## src/rtl/img_pkg.sv

```systemverilog
// Image-pipeline constants shared by the window generator and the convolution stage.
package img_pkg;

  localparam int PIXEL_W    = 4;
  localparam int KERNEL_DIM = 3;
  localparam int WINDOW_W   = KERNEL_DIM * KERNEL_DIM * PIXEL_W;

  // Bit offset of window slot k (k = 3*row + col) inside the packed window word.
  function automatic int slot_offset(input int k, input int pw = PIXEL_W);
    return k * pw;
  endfunction

endpackage

```

## src/rtl/line_buffer.sv

```systemverilog
// One image line of storage: synchronous write, same-cycle read of the old contents.
module line_buffer #(
  parameter int DEPTH = 256,
  parameter int WIDTH = 4
) (
  input  logic                     clk,
  input  logic                     en,
  input  logic [$clog2(DEPTH)-1:0] addr,
  input  logic [WIDTH-1:0]         din,
  output logic [WIDTH-1:0]         dout
);

  logic [WIDTH-1:0] mem [DEPTH];

  // NOTE: storage is deliberately not reset; stale words are masked downstream by valid gating.
  always_ff @(posedge clk) begin
    if (en) mem[addr] <= din;
  end

  // Read is combinational, so during a write cycle dout still shows the previous line's pixel.
  assign dout = mem[addr];

endmodule

```

## src/rtl/window_generator_3x3.sv

```systemverilog
// Turns a raster pixel stream into registered 3x3 neighbourhoods for the convolution stage.
module window_generator_3x3
  import img_pkg::*;
#(
  parameter int PIXEL_W    = img_pkg::PIXEL_W,
  parameter int IMG_WIDTH  = 256,
  parameter int IMG_HEIGHT = 256
) (
  input  logic                                    clk,
  input  logic                                    reset,
  input  logic [PIXEL_W-1:0]                      i_pixel,
  input  logic                                    i_pixel_valid,
  input  logic                                    i_sof,
  output logic [KERNEL_DIM*KERNEL_DIM*PIXEL_W-1:0] o_pixels,
  output logic                                    o_valid,
  output logic                                    o_frame_done
);

  localparam int NSLOT = KERNEL_DIM * KERNEL_DIM;
  localparam int CW    = $clog2(IMG_WIDTH);
  localparam int RW    = $clog2(IMG_HEIGHT);
  localparam logic [CW-1:0] COL_LAST = CW'(IMG_WIDTH - 1);
  localparam logic [RW-1:0] ROW_LAST = RW'(IMG_HEIGHT - 1);

  logic [CW-1:0]      col_cnt, eff_col;
  logic [RW-1:0]      row_cnt, eff_row;
  logic [PIXEL_W-1:0] mid_q, top_q;
  logic [PIXEL_W-1:0] win [NSLOT];

  // Start-of-frame forces position (0,0) regardless of where the counters are.
  always_comb begin
    eff_col = i_sof ? '0 : col_cnt;
    eff_row = i_sof ? '0 : row_cnt;
  end

  line_buffer #(.DEPTH(IMG_WIDTH), .WIDTH(PIXEL_W)) u_lb_mid (
    .clk  (clk),
    .en   (i_pixel_valid),
    .addr (eff_col),
    .din  (i_pixel),
    .dout (mid_q)
  );

  line_buffer #(.DEPTH(IMG_WIDTH), .WIDTH(PIXEL_W)) u_lb_top (
    .clk  (clk),
    .en   (i_pixel_valid),
    .addr (eff_col),
    .din  (mid_q),
    .dout (top_q)
  );

  always_ff @(posedge clk) begin
    if (!reset) begin
      col_cnt      <= '0;
      row_cnt      <= '0;
      o_valid      <= 1'b0;
      o_frame_done <= 1'b0;
      for (int k = 0; k < NSLOT; k++) win[k] <= '0;
    end else begin
      o_valid      <= 1'b0;
      o_frame_done <= 1'b0;
      if (i_pixel_valid) begin
        // NOTE: non-blocking assignments let every column read its neighbour's pre-shift value.
        for (int r = 0; r < KERNEL_DIM; r++) begin
          for (int c = 0; c < KERNEL_DIM - 1; c++) begin
            win[r*KERNEL_DIM + c] <= win[r*KERNEL_DIM + c + 1];
          end
        end
        win[KERNEL_DIM-1]     <= top_q;
        win[2*KERNEL_DIM-1]   <= mid_q;
        win[3*KERNEL_DIM-1]   <= i_pixel;

        // Column gating keeps windows from straddling end and start of adjacent lines.
        o_valid <= (eff_row >= RW'(2)) && (eff_col >= CW'(2));

        if (eff_col == COL_LAST) begin
          col_cnt <= '0;
          if (eff_row == ROW_LAST) begin
            row_cnt      <= '0;
            o_frame_done <= 1'b1;
          end else begin
            row_cnt <= eff_row + 1'b1;
          end
        end else begin
          col_cnt <= eff_col + 1'b1;
          row_cnt <= eff_row;
        end
      end
    end
  end

  always_comb begin
    o_pixels = '0;
    for (int k = 0; k < NSLOT; k++) begin
      o_pixels[slot_offset(k, PIXEL_W) +: PIXEL_W] = win[k];
    end
  end

endmodule

```

## config.mk

```make
export PLATFORM = sky130hd
export DESIGN_NAME = window_generator_3x3
export DESIGN_NICKNAME = d
export VERILOG_FILES = /design/src/rtl/img_pkg.sv /design/src/rtl/line_buffer.sv /design/src/rtl/window_generator_3x3.sv
export SDC_FILE = /design/constraint.sdc
export NUM_CORES = 2
export LEC_CHECK = 0
export CORE_UTILIZATION = 39
export CTS_CLUSTER_SIZE = 40
export DETAILED_ROUTE_END_ITERATION = 10
export HOLD_SLACK_MARGIN = 0.12
export PLACE_DENSITY = 0.53
export SYNTH_ARGS = -nofsm -noshare
export SYNTH_HDL_FRONTEND = slang
export SYNTH_SLANG_ARGS = --single-unit
```

## constraint.sdc

```tcl
create_clock -name clk -period 13.09 [get_ports clk]
set_clock_uncertainty 0.15 [all_clocks]
set_input_delay 1.9635 -clock clk [delete_from_list [all_inputs] [get_ports clk]]
set_output_delay 1.9635 -clock clk [all_outputs]
set_load 0.02 [all_outputs]
```

==> impl_metrics.toml <==
[timing]
worstMarginPinSlew_ns = 1.30
hold_viol = 0
period_share_pct = 58.4
setup_ws_ns = 5.45
fmax_mhz = 131
finalCriticalPeriod_ns = 7.64
timing.final.max_slew_violations = 0
tns_ns = 0
setup_violations = 0
slew_headroom_pct = 11.1
grt_setup_unrepaired = "false"

[power_and_ir_drop]
p_leak_nw = 29.9
intPower_mw = 10.8
swShare_pct = 22.4
power.density_nw_per_um2 = 149
seqPwrFrac_pct = 53.5
clkPwrFrac_pct = 41.9
total_power_mw = 14.0
combPwrFrac_pct = 4.6
irDropWorstVdd_uv = 146
p_sw_mw = 3.12

[logic_synthesis]
netlist_area_um2 = 83500
synth-main-ff-cell = "edfxtp_1"
synth_cell_types = 73
syn_area_per_cell_um2 = 14.9
yosysTopAreaCellShare_pct = 74.9
yosysWarnings = 0
yosys-top-cells-area = "edfxtp_1 (75%), nand2_1 (3.5%), mux2i_1 (3.1%), a211oi_1 (1.6%), a21oi_1 (1.5%)"
synth-edff-count = 2084
syn_nets = 5627
synthArstFlopShare_pct = 0
ys_seq_area_share_pct = 75.4
syn_inst = 5613
synth_area_leader_cell = "edfxtp_1"
synth-seq-cells = 2102

[drt]
met2WireLength_mm = 119
wl_met1_mm = 111
ant_nets = 0
vias = 50700
wl_per_cell_um = 30.4
avgViaCountPerCell = 5.89
met3_length_mm = 20.2
firstDrtPassIters = 9
wl_mm = 261
drt_iter0_markers = 6254
routed.top_layer = "met5"
drc = 14

[global_routing]
grt_use_total_pct = 23.8
grt_overflow = 0
grt_pass1_wl_mm = 370
grt_max_degree = 173
grt_pass1_vias = 48300
antenna_found_initial = 13

[clock_network]
clk_path_buf_depth = 3
clock_latency_ns = 0.89
cts-buffers-inserted = 213
postCtsSetupBuffers = 0
cts_sinks = 2102
ctsResizeCount = 0
path_clk_slew_ns = 0.06
cts_tree = "built"
cts-root-buf = "clkbuf_16"
holdBufCountCts = 0
ctsHtreeMaxLevel = 4

[worst_setup_path]
worst_path_largest_cell_delay_ns = 1.06
reg2reg_setup_slack_ns = 5.48
path_delay_family = "buffers and inverters"
cp_data_arrival_time_ns = 7.96
worstPathMaxFanout = 147
crit_buf_inv = 8
slowest_stage = "nor4_1"
start_kind = "primary input"
crit_chain = "buf_4, buf_4, nor2b_4, buf_4, inv_8, buf_12, buf_4, a31oi_1, a21oi_1, a21oi_1, nor4_1, nand4_1, buf_4, buf_4"
r2r-end = "u_lb_top.mem[190][1]"
timing.rr.start = "col_cnt[0]"
ff2ff_path_depth = 11
crit_type = "primary input to flip-flop"
crit_required_ns = 13.41
crit_top_cell = "buf_4"
end_kind = "flip-flop"

[cells_and_area]
final_common_cell = "edfxtp_1"
final_cell_mix = "edfxtp_1 (2,084), nand2_1 (764), nor2_1 (279), mux2i_1 (261), a21oi_1 (253)"
drive_gt1_share_pct = 10.4
area_growth_pct = 12.3
final_nets = 5625
finish.utilization_pct = 44.1
nFillCells = 18800

[die]
start_util_pct = 39.3
core_area_um2 = 213000
die_y_um = 465
row_count = 169
die_w_um = 465
fp.dieArea_um2 = 216000
io-pin-count = 46

[place]
hpwl_mm = 153
gp_routability_congestion = 0.881
port_buffers = 45
place_ws_ns = 4.45

[worst_hold_path]
hold_end = "row_cnt[6]"
hold_path_depth = 2
min_from = "row_cnt[6]"
min_path_type = "flip-flop to flip-flop"

[flow_run]
maxCapViolations = 0

[run_status]
violations = "DRC"
outcome = "complete, but fails checks"
-- cell usage after synthesis (5+ instances only) --
| cell | instances |
|---|---|
| nor2b_1 | 131 |
| a22oi_1 | 15 |
| o2bb2ai_1 | 6 |
| a311oi_1 | 117 |
| a222oi_1 | 9 |
| buf_6 | 7 |
| buf_1 | 42 |
| o2111ai_1 | 7 |
| inv_1 | 7 |
| mux2_2 | 112 |
| and3b_1 | 23 |
| o31ai_1 | 8 |
| and3_1 | 31 |
| nand3_1 | 152 |
| nand3b_1 | 5 |
| dfxtp_1 | 18 |
| a31oi_1 | 127 |
| nor3_1 | 19 |
| nand4_1 | 8 |
| o221ai_1 | 7 |
| a22o_1 | 6 |
| a21oi_1 | 253 |
| buf_2 | 183 |
| a2bb2oi_1 | 6 |
| a221o_1 | 15 |
| edfxtp_1 | 2084 |
| nor2_1 | 281 |
| nand2_1 | 768 |
| ha_1 | 6 |
| a211oi_1 | 173 |
| o22ai_1 | 193 |
| nand2b_1 | 6 |
| and2_1 | 38 |
| mux4_2 | 5 |
| a211o_1 | 6 |
| nor4_1 | 51 |
| buf_4 | 11 |
| mux2i_1 | 261 |
| a221oi_1 | 31 |
| a32oi_1 | 8 |
| o21ai_0 | 153 |
| clkbuf_1 | 169 |
| a211oi_2 | 5 |
-- sequential cells by signal, indices dropped and copies added (netlist names) --
register	count
row_cnt	8
o_frame_done	1
col_cnt	8
u_lb_top.mem	1024
u_lb_mid.mem	1024
o_valid	1
win	36
-- routing by layer --
| layer | vias up | global-route usage (%) |
|---|---|---|
| met5 | - | 0 |
| met4 | 6 | 9.54 |
| met3 | 449 | 3.64 |
| met2 | 2356 | 36.5 |
| met1 | 26100 | 33.8 |
| li1 | 21800 | - |
-- worst register-to-register path: stages (launching register included) --
cell      delay [ns]
dfxtp_4         0.65
buf_12          0.48
buf_4           0.66
buf_4           0.56
mux2i_1         1.11
a21oi_1         0.65
a211oi_1        0.75
o221ai_1        0.25
nor4_1          0.65
nand4_1         0.22
buf_4           0.40
buf_4           0.59
-- per-stage QoR --
stage | std cells | hold WS [ns] | cell area [um2]
6_report | 8609 | 0.363 | 93800
5_1_grt | 8609 | 0.411 | 93800
4_1_cts | 8608 | 0.370 | 93800
3_5_place_dp | 8217 | 0.347 | 87100
3_3_place_gp | 8216 | 0.342 | 87100
2_1_floorplan | 5613 | 0.308 | 83500
-- power groups by stage --
stage	clock network [mW]	logic (mW)	registers [mW]
final	5.85	0.643	7.47
after global routing	6.17	0.681	7.46
after CTS	5.93	0.645	7.47
after detailed placement	0	0.644	7.61
after global placement	0	0.639	7.61
after floorplan	0	0.331	7.67
-- how the worst max path moves through the flow --
stage               start  slack [ns]              endpoint  cells past startpoint
floorplan           i_sof        1.11    u_lb_top.mem[0][2]                     10
global placement    i_sof        4.30  u_lb_top.mem[154][0]                     14
detailed placement  i_sof        4.45  u_lb_top.mem[154][0]                     14
CTS                 i_sof        5.38  u_lb_top.mem[152][0]                     14
global route        i_sof        5.17  u_lb_top.mem[154][0]                     14
finish              i_sof        5.45  u_lb_top.mem[155][0]                     14
-- layout make-up --
class / instances / area [um2] / area share [%]
Multi-Input combinational cell: 3088 / 18900 / 20.1
Tap cell: 2821 / 3530 / 3.76
Clock inverter: 116 / 1010 / 1.08
Sequential cell: 2102 / 62900 / 67.1
Clock buffer: 275 / 5610 / 5.98
Timing Repair Buffer: 195 / 1740 / 1.86
Antenna cell: 1 / 2.50 / 0.00267
Inverter: 11 / 65.1 / 0.0694
-- cells by family after synthesis --
group | after synthesis | share of synthesized area, %
buffers and inverters | 423 | 2.29
flip-flops | 2102 | 75.4
adder cells (fa/ha/maj) | 6 | 0.0899
multiplexers | 378 | 4.77
XOR/XNOR | 1 | 0.0105
AO/OA/AOI/OAI | 1170 | 9.25
AND/OR/NAND/NOR | 1533 | 8.21
Power figures use the tool's default switching activity.
